$ cat config.mk
export PLATFORM = sky130hd
export DESIGN_NAME = iq_fir_filter
export DESIGN_NICKNAME = d
export VERILOG_FILES = /design/src/rtl/iq_fir_filter.sv
export SDC_FILE = /design/constraint.sdc
export NUM_CORES = 1
export LEC_CHECK = 0
export CELL_PAD_IN_SITES_DETAIL_PLACEMENT = 1
export CELL_PAD_IN_SITES_GLOBAL_PLACEMENT = 1
export CORE_MARGIN = 3
export CORE_UTILIZATION = 44
export DETAILED_ROUTE_END_ITERATION = 10
export GPL_TIMING_DRIVEN = 1
export PLACE_DENSITY = 0.83
export SYNTH_ARGS = -nofsm -noshare
export SYNTH_HDL_FRONTEND = slang
export SYNTH_SLANG_ARGS = --single-unit
$ cat constraint.sdc
create_clock -name clk -period 7.4 [get_ports clk]
set_input_delay 1.48 -clock clk [delete_from_list [all_inputs] [get_ports clk]]
set_output_delay 1.48 -clock clk [all_outputs]
set_load 0.02 [all_outputs]
$ cat src/rtl/iq_fir_filter.sv
// iq_fir_filter
// Dual-channel (I/Q) time-multiplexed FIR filter. Both channels share one set
// of coefficients and one handshake. After a sample pair is accepted, one tap
// per channel is processed each clock. The result is then rounded (half toward
// +inf), arithmetically shifted right by SHIFT and saturated to OUT_W bits.
//
// Optional build macro: IQ_FIR_OVF_EN adds a sticky saturation flag on port
// ovf. The flag is cleared only by resetn.
//
// Ports:
//   clk         system clock
//   resetn      asynchronous active-low reset
//   data_in_I   I input sample, signed DATA_W
//   data_in_Q   Q input sample, signed DATA_W
//   in_valid    input sample pair valid
//   pret        ready to accept a sample pair (high in IDLE)
//   out_valid   one-cycle strobe, data_out_I/Q valid
//   data_out_I  filtered I, signed OUT_W, held between strobes
//   data_out_Q  filtered Q, signed OUT_W, held between strobes
//   ovf         (IQ_FIR_OVF_EN only) sticky saturation flag
//
// state | meaning
// ------+-------------------------------------------------------------
// IDLE  | waiting for in_valid; pret=1
// MAC   | one multiply-accumulate per channel per cycle, tap k
// OUT   | results registered; out_valid=1 for this single cycle
module iq_fir_filter #(
    parameter int DATA_W = 5,
    parameter int OUT_W  = 5,
    parameter int COEF_W = 6,
    parameter int NTAPS  = 8,
    parameter int SHIFT  = 3,
    parameter logic [NTAPS*COEF_W-1:0] COEFS = {8{6'sd1}}
) (
    input  logic              clk,
    input  logic              resetn,
    input  logic [DATA_W-1:0] data_in_I,
    input  logic [DATA_W-1:0] data_in_Q,
    input  logic              in_valid,
`ifdef IQ_FIR_OVF_EN
    output logic              ovf,
`endif
    output logic              pret,
    output logic              out_valid,
    output logic [OUT_W-1:0]  data_out_I,
    output logic [OUT_W-1:0]  data_out_Q
);

    localparam int ACC_W  = DATA_W + COEF_W + $clog2(NTAPS);
    localparam int PROD_W = DATA_W + COEF_W;
    localparam int KW     = $clog2(NTAPS);
    localparam int RW     = ACC_W + 1;

    localparam logic signed [RW-1:0] RND  = RW'((1 << SHIFT) >> 1);
    localparam logic signed [RW-1:0] OMAX = RW'((1 << (OUT_W - 1)) - 1);
    localparam logic signed [RW-1:0] OMIN = RW'(-(1 << (OUT_W - 1)));

    typedef enum logic [1:0] {
        IDLE = 2'd0,
        MAC  = 2'd1,
        OUT  = 2'd2
    } state_t;

    state_t state;
    state_t state_nxt;

    logic [KW-1:0]             k;
    logic signed [DATA_W-1:0]  x_i [NTAPS];
    logic signed [DATA_W-1:0]  x_q [NTAPS];
    logic signed [COEF_W-1:0]  coef [NTAPS];
    logic signed [ACC_W-1:0]   acc_i;
    logic signed [ACC_W-1:0]   acc_q;
    logic signed [PROD_W-1:0]  prod_i;
    logic signed [PROD_W-1:0]  prod_q;
    logic signed [ACC_W-1:0]   sum_i;
    logic signed [ACC_W-1:0]   sum_q;
    logic signed [RW-1:0]      r_i;
    logic signed [RW-1:0]      r_q;
    logic                      last_tap;

    genvar g;
    for (g = 0; g < NTAPS; g++) begin : g_coef
        assign coef[g] = COEFS[g*COEF_W +: COEF_W];
    end

    // Round half toward +inf, then arithmetic shift. One guard bit keeps the
    // rounding constant from wrapping a full-scale accumulator.
    function automatic logic signed [RW-1:0] rnd_shift(input logic signed [ACC_W-1:0] a);
        logic signed [RW-1:0] ext;
        ext = $signed({a[ACC_W-1], a});
        return (ext + RND) >>> SHIFT;
    endfunction

    function automatic logic [OUT_W-1:0] clamp(input logic signed [RW-1:0] r);
        logic [OUT_W-1:0] v;
        v = r[OUT_W-1:0];
        if (r > OMAX) begin
            v = OMAX[OUT_W-1:0];
        end else if (r < OMIN) begin
            v = OMIN[OUT_W-1:0];
        end
        return v;
    endfunction

    assign prod_i   = x_i[k] * coef[k];
    assign prod_q   = x_q[k] * coef[k];
    assign sum_i    = acc_i + $signed({{(ACC_W-PROD_W){prod_i[PROD_W-1]}}, prod_i});
    assign sum_q    = acc_q + $signed({{(ACC_W-PROD_W){prod_q[PROD_W-1]}}, prod_q});
    assign last_tap = (k == KW'(NTAPS - 1));

    // The final sum is rounded and registered on the same edge that retires the
    // last tap, so the strobe lands in the OUT cycle with data already valid.
    assign r_i = rnd_shift(sum_i);
    assign r_q = rnd_shift(sum_q);

    always_comb begin
        state_nxt = state;
        pret      = 1'b0;
        out_valid = 1'b0;
        case (state)
            IDLE: begin
                pret = 1'b1;
                if (in_valid) begin
                    state_nxt = MAC;
                end
            end
            MAC: begin
                if (last_tap) begin
                    state_nxt = OUT;
                end
            end
            OUT: begin
                out_valid = 1'b1;
                state_nxt = IDLE;
            end
            default: begin
                state_nxt = IDLE;
            end
        endcase
    end

    always_ff @(posedge clk or negedge resetn) begin
        if (!resetn) begin
            state      <= IDLE;
            k          <= '0;
            acc_i      <= '0;
            acc_q      <= '0;
            data_out_I <= '0;
            data_out_Q <= '0;
            for (int t = 0; t < NTAPS; t++) begin
                x_i[t] <= '0;
                x_q[t] <= '0;
            end
        end else begin
            state <= state_nxt;
            case (state)
                IDLE: begin
                    if (in_valid) begin
                        for (int t = NTAPS - 1; t > 0; t--) begin
                            x_i[t] <= x_i[t-1];
                            x_q[t] <= x_q[t-1];
                        end
                        x_i[0] <= $signed(data_in_I);
                        x_q[0] <= $signed(data_in_Q);
                        acc_i  <= '0;
                        acc_q  <= '0;
                        k      <= '0;
                    end
                end
                MAC: begin
                    acc_i <= sum_i;
                    acc_q <= sum_q;
                    if (last_tap) begin
                        k          <= '0;
                        data_out_I <= clamp(r_i);
                        data_out_Q <= clamp(r_q);
                    end else begin
                        k <= k + 1'b1;
                    end
                end
                default: begin
                end
            endcase
        end
    end

`ifdef IQ_FIR_OVF_EN
    always_ff @(posedge clk or negedge resetn) begin
        if (!resetn) begin
            ovf <= 1'b0;
        end else if (state == MAC && last_tap) begin
            if (r_i > OMAX || r_i < OMIN || r_q > OMAX || r_q < OMIN) begin
                ovf <= 1'b1;
            end
        end
    end
`endif

endmodule

==> impl_metrics.py, run 1 <==
metrics = {
    "grt": {
        "grt_util_all_layers": 0.2099,
        "grt_overflow": 0,
        "grt_pass1_wl_mm": 30.95,
        "grt_pass1_vias": 6160,
        "grt_max_degree": 103,
        "antenna_found_initial": 0,
    },
    "detailed_routing": {
        "drcViolationCount": 0,
        "drtAntennaViolNets": 0,
        "dr.pass1.iters": 4,
        "vias": 5777,
        "viasPerCell": 5.486,
        "first_iter_violations": 320,
        "post_drt_wl_per_cell_microns": 17.28,
        "routed_wl_mm": 18.19,
    },
    "die": {
        "io_pins": 25,
        "die_area_sq_um": 18830,
        "die_width_microns": 137.2,
        "core-area_sq_um": 16700,
        "initial_core_util": 0.4538,
        "die_height_microns": 137.2,
        "rows": 47,
    },
    "synth": {
        "yosysSeqAreaShare": 0.4061,
        "synthXorXnorAreaFrac": 0.03896,
        "synthAdderAreaFrac": 0.1526,
        "synth_top_family_by_area": "simple AND/OR/NAND/NOR gates",
        "ys_warn_count": 0,
        "ys_seq_elements": 123,
        "synth.area.mux_share": 0.07826,
        "synth_edf_count": 0,
        "async_reset_ff_frac": 1.000,
        "synthSimpleGateAreaFrac": 0.2126,
        "syn_area_sq_um": 7579,
        "synth_top_cell_by_area": "dfrtp_1",
        "syn_inst": 810,
        "synth_compound_area_frac": 0.08552,
        "synth_nets": 913,
        "synth_top_area_frac": 0.4061,
        "ys_types": 59,
        "synthFlopType": "dfrtp_1",
        "synthTopCellsByArea": "dfrtp_1 41%, nand2_1 15%, ha_1 14%",
        "avgSynthCellArea_sq_um": 9.356,
        "synth_common_cells": "294 x nand2_1, 123 x dfrtp_1, 86 x ha_1",
        "synth.most_common_cell": "nand2_1",
    },
    "worst_setup_path": {
        "max_stage_delay_ps": 800,
        "cp.depth": 16,
        "reg2regPathDepth": 16,
        "path_cells": "buf_4, mux4_2, mux2_2, ha_1, ha_1, fa_1, inv_1, fa_1, nand2b_1, a211oi_2, o2111ai_1, o21ai_0, o21ai_0, o31ai_1, nand2_1, a22o_1",
        "cp_num_buf_inv": 2,
        "r2r_start": "k[0]",
        "cp_data_arrival_time_ps": 6020,
        "end_kind": "flip-flop",
        "startpoint_type": "flip-flop",
        "required_ps": 7710,
        "worstPathMaxFanout": 14,
        "cp_slowest_cell": "dfrtp_1",
        "criticalPathCategory": "reg2reg",
        "startpoint": "k[0]",
        "cp_top_family": "compound AO/OA/AOI/OAI gates",
    },
    "sta": {
        "slew_headroom": 0.2255,
        "grt_setup_unrepaired": "false",
        "setup_violations": 0,
        "clock.fmax_ghz": 0.1752,
        "finalWorstSetupSlack_ps": 1693,
        "fin_crit_ps": 5707,
        "setup_tns_ps": 0,
        "worstMarginPinSlew_ps": 1162,
        "final.period_utilization": 0.7712,
        "finalHoldViolCount": 0,
        "drv_slew": 0,
        "fin_worst_skew_ps": 7.580,
    },
    "placement": {
        "io_buffers": 24,
        "place_congestion": 0.8433,
        "place_hpwl_mm": 12.14,
        "dp_slack_ps": 1708,
        "place_area_sq_um": 7990,
    },
    "run_status": {
        "status": "finished, final reports clean",
    },
    "cells_and_area": {
        "multi_input_area_sq_um": 4313,
        "diodes": 0,
        "fin_area_sq_um": 8548,
        "seq_area_sq_um": 3078,
        "syn_to_final_growth_pct": 12.80,
        "num-fill-cells": 1911,
        "drive_gt1_frac": 0.1020,
        "nNetsFinal": 923,
    },
    "clock_network": {
        "post-cts-setup-buffers": 0,
        "clock-sinks": 123,
        "numCtsBuffers": 17,
        "cts_tree": "built",
        "clkLatencyLatePin_ps": 420,
        "post_cts_resized": 0,
        "htreeDepth": 4,
        "cts_root_buf": "clkbuf_16",
        "clk_pin_slew_ps": 60,
        "holdBufCountCts": 0,
        "clockBufferDepth": 2,
    },
    "min_path": {
        "min_from": "x_i[4]",
        "hold_path_class": "reg2reg",
        "worst_hold_path.num_cells": 2,
    },
    "run": {
        "max_cap_violations": 0,
    },
}
[metal layers]
layer  wire length [microns]  global-route usage
met5                       0                   0
met4                     293             0.06707
met3                     478             0.03725
met2                    9205              0.3651
met1                    8214              0.2662
[logic make-up (layout without fill, tap and decap cells)]
group / after synthesis / after routing
and+or+nand+nor: 384 / 384
DFF: 123 / 123
AOI/OAI and AO/OA: 97 / 97
adders and majority gates: 90 / 90
buffers and inverters: 51 / 74
muxes: 33 / 33
xor gates and xnor gates: 32 / 32
[state kept, by name, indices dropped and copies added, names as in the netlist]
signal and flops:
k 3, acc_i 14, data_out_Q 5, data_out_I 5, acc_q 14, state 2
x_q 40, x_i 40
[per-stage QoR]
| step | utilization | cells | hold WS, ps |
|---|---|---|---|
| floorplan | - | 810 | 440.6 |
| CTS | 0.5118 | 1053 | 477.1 |
| global placement | 0.4784 | 1021 | 453.3 |
| global route | 0.5118 | 1053 | 498.5 |
| detailed placement | 0.4784 | 1021 | 462.8 |
| finish | 0.5118 | 1053 | 469.9 |
[final timing paths]
kind                                       to  slack (ps)
min in group asynchronous           acc_i[11]        1080
worst max-delay path            data_out_I[4]        1690
worst min register to register         x_i[4]         470
max in group asynchronous           acc_q[11]        4930
worst min-delay path                   x_i[4]         470
worst max register to register  data_out_I[4]        1690
[worst min-delay path, delay by kind of cell, from the launching register on]
family	cells	cell delay (ps)
and+or+nand+nor	2	100
DFF	1	330
[placed cells by master, fill, tap and decap left out, drive strengths merged, types with 10 or more instances in the layout]
master and instances:
inv 13, dfrtp 123, mux4 20, xnor2 20, nand3 26, ha 86
nor2 26, o21ai 42, clkbuf 22, xor2 12, mux2 10, nand2 294
clkdlybuf4s50 23, a21oi 16
[cell type report]
| cell class | count | area share |
|---|---|---|
| multi-input combinational | 636 | 0.5045 |
| tap | 220 | 0.03220 |
| clock buffer | 22 | 0.05430 |
| timing repair buffer | 29 | 0.03220 |
| clock inverter | 10 | 0.01098 |
| inverter | 13 | 0.005708 |
| sequential | 123 | 0.3601 |
Power of run 1 is left out: the tool's default activity adds up to more than one toggle a clock period on the data nets, which glitch-free logic cannot reach.
==> run 2, diff against run 1 <==
--- a/config.mk
+++ b/config.mk
@@ -11,7 +11,7 @@
 export CORE_UTILIZATION = 44
 export DETAILED_ROUTE_END_ITERATION = 10
 export GPL_TIMING_DRIVEN = 1
-export PLACE_DENSITY = 0.83
+export PLACE_DENSITY = 0.86
 export SYNTH_ARGS = -nofsm -noshare
 export SYNTH_HDL_FRONTEND = slang
 export SYNTH_SLANG_ARGS = --single-unit
==> constraint.sdc (replaced) <==
create_clock -name clk -period 4.9 [get_ports clk]
set_input_delay 0.98 -clock clk [delete_from_list [all_inputs] [get_ports clk]]
set_output_delay 0.98 -clock clk [all_outputs]
set_load 0.02 [all_outputs]
==> run 2 against run 1 <==
Compared with the run above:
- the flow now finishes with violations (setup timing)
- sequential share of layout area down 2.7 points
- flip-flop and latch count is the same
- global-route usage rose by 2.4 points
- register-to-register slack lost 1700 ps
- die area did not move
- wire length grew 20%
- clock skew up 4.0 ps
- non-clock buffer count rose by 42
- clock-buffer cell count did not move
- via count is 8.2% higher
- first-iteration DRC count grew 31%
- critical path type unchanged
- critical endpoint is now data_out_Q[0]
- largest cell class unchanged
- highest routed layer unchanged
==> impl_metrics.py, run 2 (synthesized netlist as in run 1, its figures left out) <==
metrics = {
    "grt": {
        "grt_pass1_vias": 6717,
        "grt_max_degree": 103,
        "grt_pass1_wl_mm": 34.01,
        "antenna_found_initial": 0,
        "grt_overflow": 0,
        "grt_util_all_layers": 0.2335,
    },
    "placement": {
        "place_congestion": 0.8440,
        "place_hpwl_mm": 13.03,
        "io_buffers": 24,
    },
    "clock_network": {
        "clockBufferDepth": 2,
        "numCtsBuffers": 17,
        "clkLatencyLatePin_ps": 440,
        "cts_root_buf": "clkbuf_16",
        "holdBufCountCts": 0,
        "clock-sinks": 123,
        "htreeDepth": 4,
        "cts_tree": "built",
        "clk_pin_slew_ps": 60,
    },
    "detailed_routing": {
        "post_drt_wl_per_cell_microns": 19.97,
        "dr.pass1.iters": 5,
        "routed_wl_mm": 21.87,
        "vias": 6250,
        "drtAntennaViolNets": 0,
        "first_iter_violations": 420,
        "drcViolationCount": 0,
        "viasPerCell": 5.708,
    },
    "sta": {
        "worstMarginPinSlew_ps": 1153,
        "hold_slack_ps": 493.0,
        "setup_tns_ps": -14.66,
        "final.period_utilization": 1.002,
        "slew_headroom": 0.2311,
        "finalWorstSetupSlack_ps": -8.735,
        "fin_crit_ps": 4909,
        "fin_worst_skew_ps": 11.62,
        "setup_violations": 2,
        "grt_setup_unrepaired": "true",
        "finalHoldViolCount": 0,
        "drv_slew": 0,
        "clock.fmax_ghz": 0.2037,
    },
    "cells_and_area": {
        "syn_to_final_growth_pct": 21.84,
        "reg_top3": "x_i: 40 flops, x_q: 40 flops",
        "drive_gt1_frac": 0.1829,
        "final_cell_mix": "293 x nand2_1, 122 x dfrtp_1, 76 x ha_1",
        "num-fill-cells": 1884,
        "nNetsFinal": 965,
        "post-route-util": 0.5529,
        "diodes": 0,
        "final_common_cell": "nand2_1",
    },
    "worst_setup_path": {
        "max_stage_delay_ps": 540,
        "worstPathMaxFanout": 8,
        "criticalPathCategory": "reg2reg",
        "path_cells": "buf_8, mux4_2, mux2_2, ha_1, ha_1, ha_4, ha_4, inv_2, fa_2, nand2b_4, a211oi_4, nor3_4, or4b_1, a21o_1, a2111oi_4, nor3_2, o31ai_2",
        "cp_data_arrival_time_ps": 5250,
        "startpoint_type": "flip-flop",
        "required_ps": 5240,
        "end_kind": "flip-flop",
        "startpoint": "k[0]",
        "r2r_start": "k[0]",
        "cp_slowest_cell": "or4b_1",
    },
    "die": {
        "initial_core_util": 0.4538,
        "core-area_sq_um": 16700,
        "die_area_sq_um": 18830,
        "die_width_microns": 137.2,
        "die_height_microns": 137.2,
        "io_pins": 25,
        "rows": 47,
    },
    "min_path": {
        "hold_path_class": "reg2reg",
        "min_from": "x_q[0]",
    },
    "run": {
        "max_cap_violations": 0,
    },
    "run_status": {
        "status": "complete, but fails checks",
        "violations": "setup timing",
    },
}
run 2: per-layer routing:
metal / vias up / part of all wire / GRT usage / routed length [microns]
met5: - / 0 / 0 / 0
met4: 0 / 0.034 / 0.1175 / 743
met3: 63 / 0.033 / 0.04310 / 718
met2: 132 / 0.53 / 0.4065 / 11590
met1: 3182 / 0.40 / 0.2761 / 8811
li1: 2873 / - / - / -
run 2: through the flow:
step           cells  worst slack [ps]  area, sq um
3_3_place_gp    1041            -49.72         8165
5_1_grt         1095            -134.5         9234
6_report        1095            -8.735         9234
4_1_cts         1079             17.57         8916
3_5_place_dp    1041            -201.5         8165
2_1_floorplan    810             9.036         7597
run 2: final timing paths:
kind / to / depth (start not counted) / slack (ps)
min reg2reg: x_q[0] / 2 / 490
max reg2reg: data_out_Q[0] / 17 / -9
min in group asynchronous: data_out_I[0] / 1 / 710
max in group asynchronous: x_i[17] / 2 / 3220
max: data_out_Q[0] / 17 / -9
min: x_q[0] / 2 / 490
run 2: final cells by class:
cell class / count / area, sq um / share of cell area
clock buffers: 22 / 454.2 / 0.04919
clock inverters: 10 / 166.4 / 0.01802
inverters: 13 / 48.80 / 0.005285
multi-input cells: 636 / 4574 / 0.4954
flip-flops and latches: 123 / 3079 / 0.3335
well taps: 220 / 275.3 / 0.02981
repair buffers: 71 / 635.6 / 0.06883
run 2: timing repair:
action	CTS	global route
setup endpoints to repair	9	10
buffers inserted	6	16
gates resized for setup	22	30
pin swaps	13	20
run 2: worst max-delay path, delay by kind of cell (launching register included):
kind | cells | cell delay [ps]
adders and majority gates | 5 | 1270
AOI/OAI and AO/OA | 4 | 1180
and+or+nand+nor | 4 | 910
muxes | 2 | 780
DFF | 1 | 470
buffers and inverters | 2 | 200
Power of run 2 is left out for the same reason.
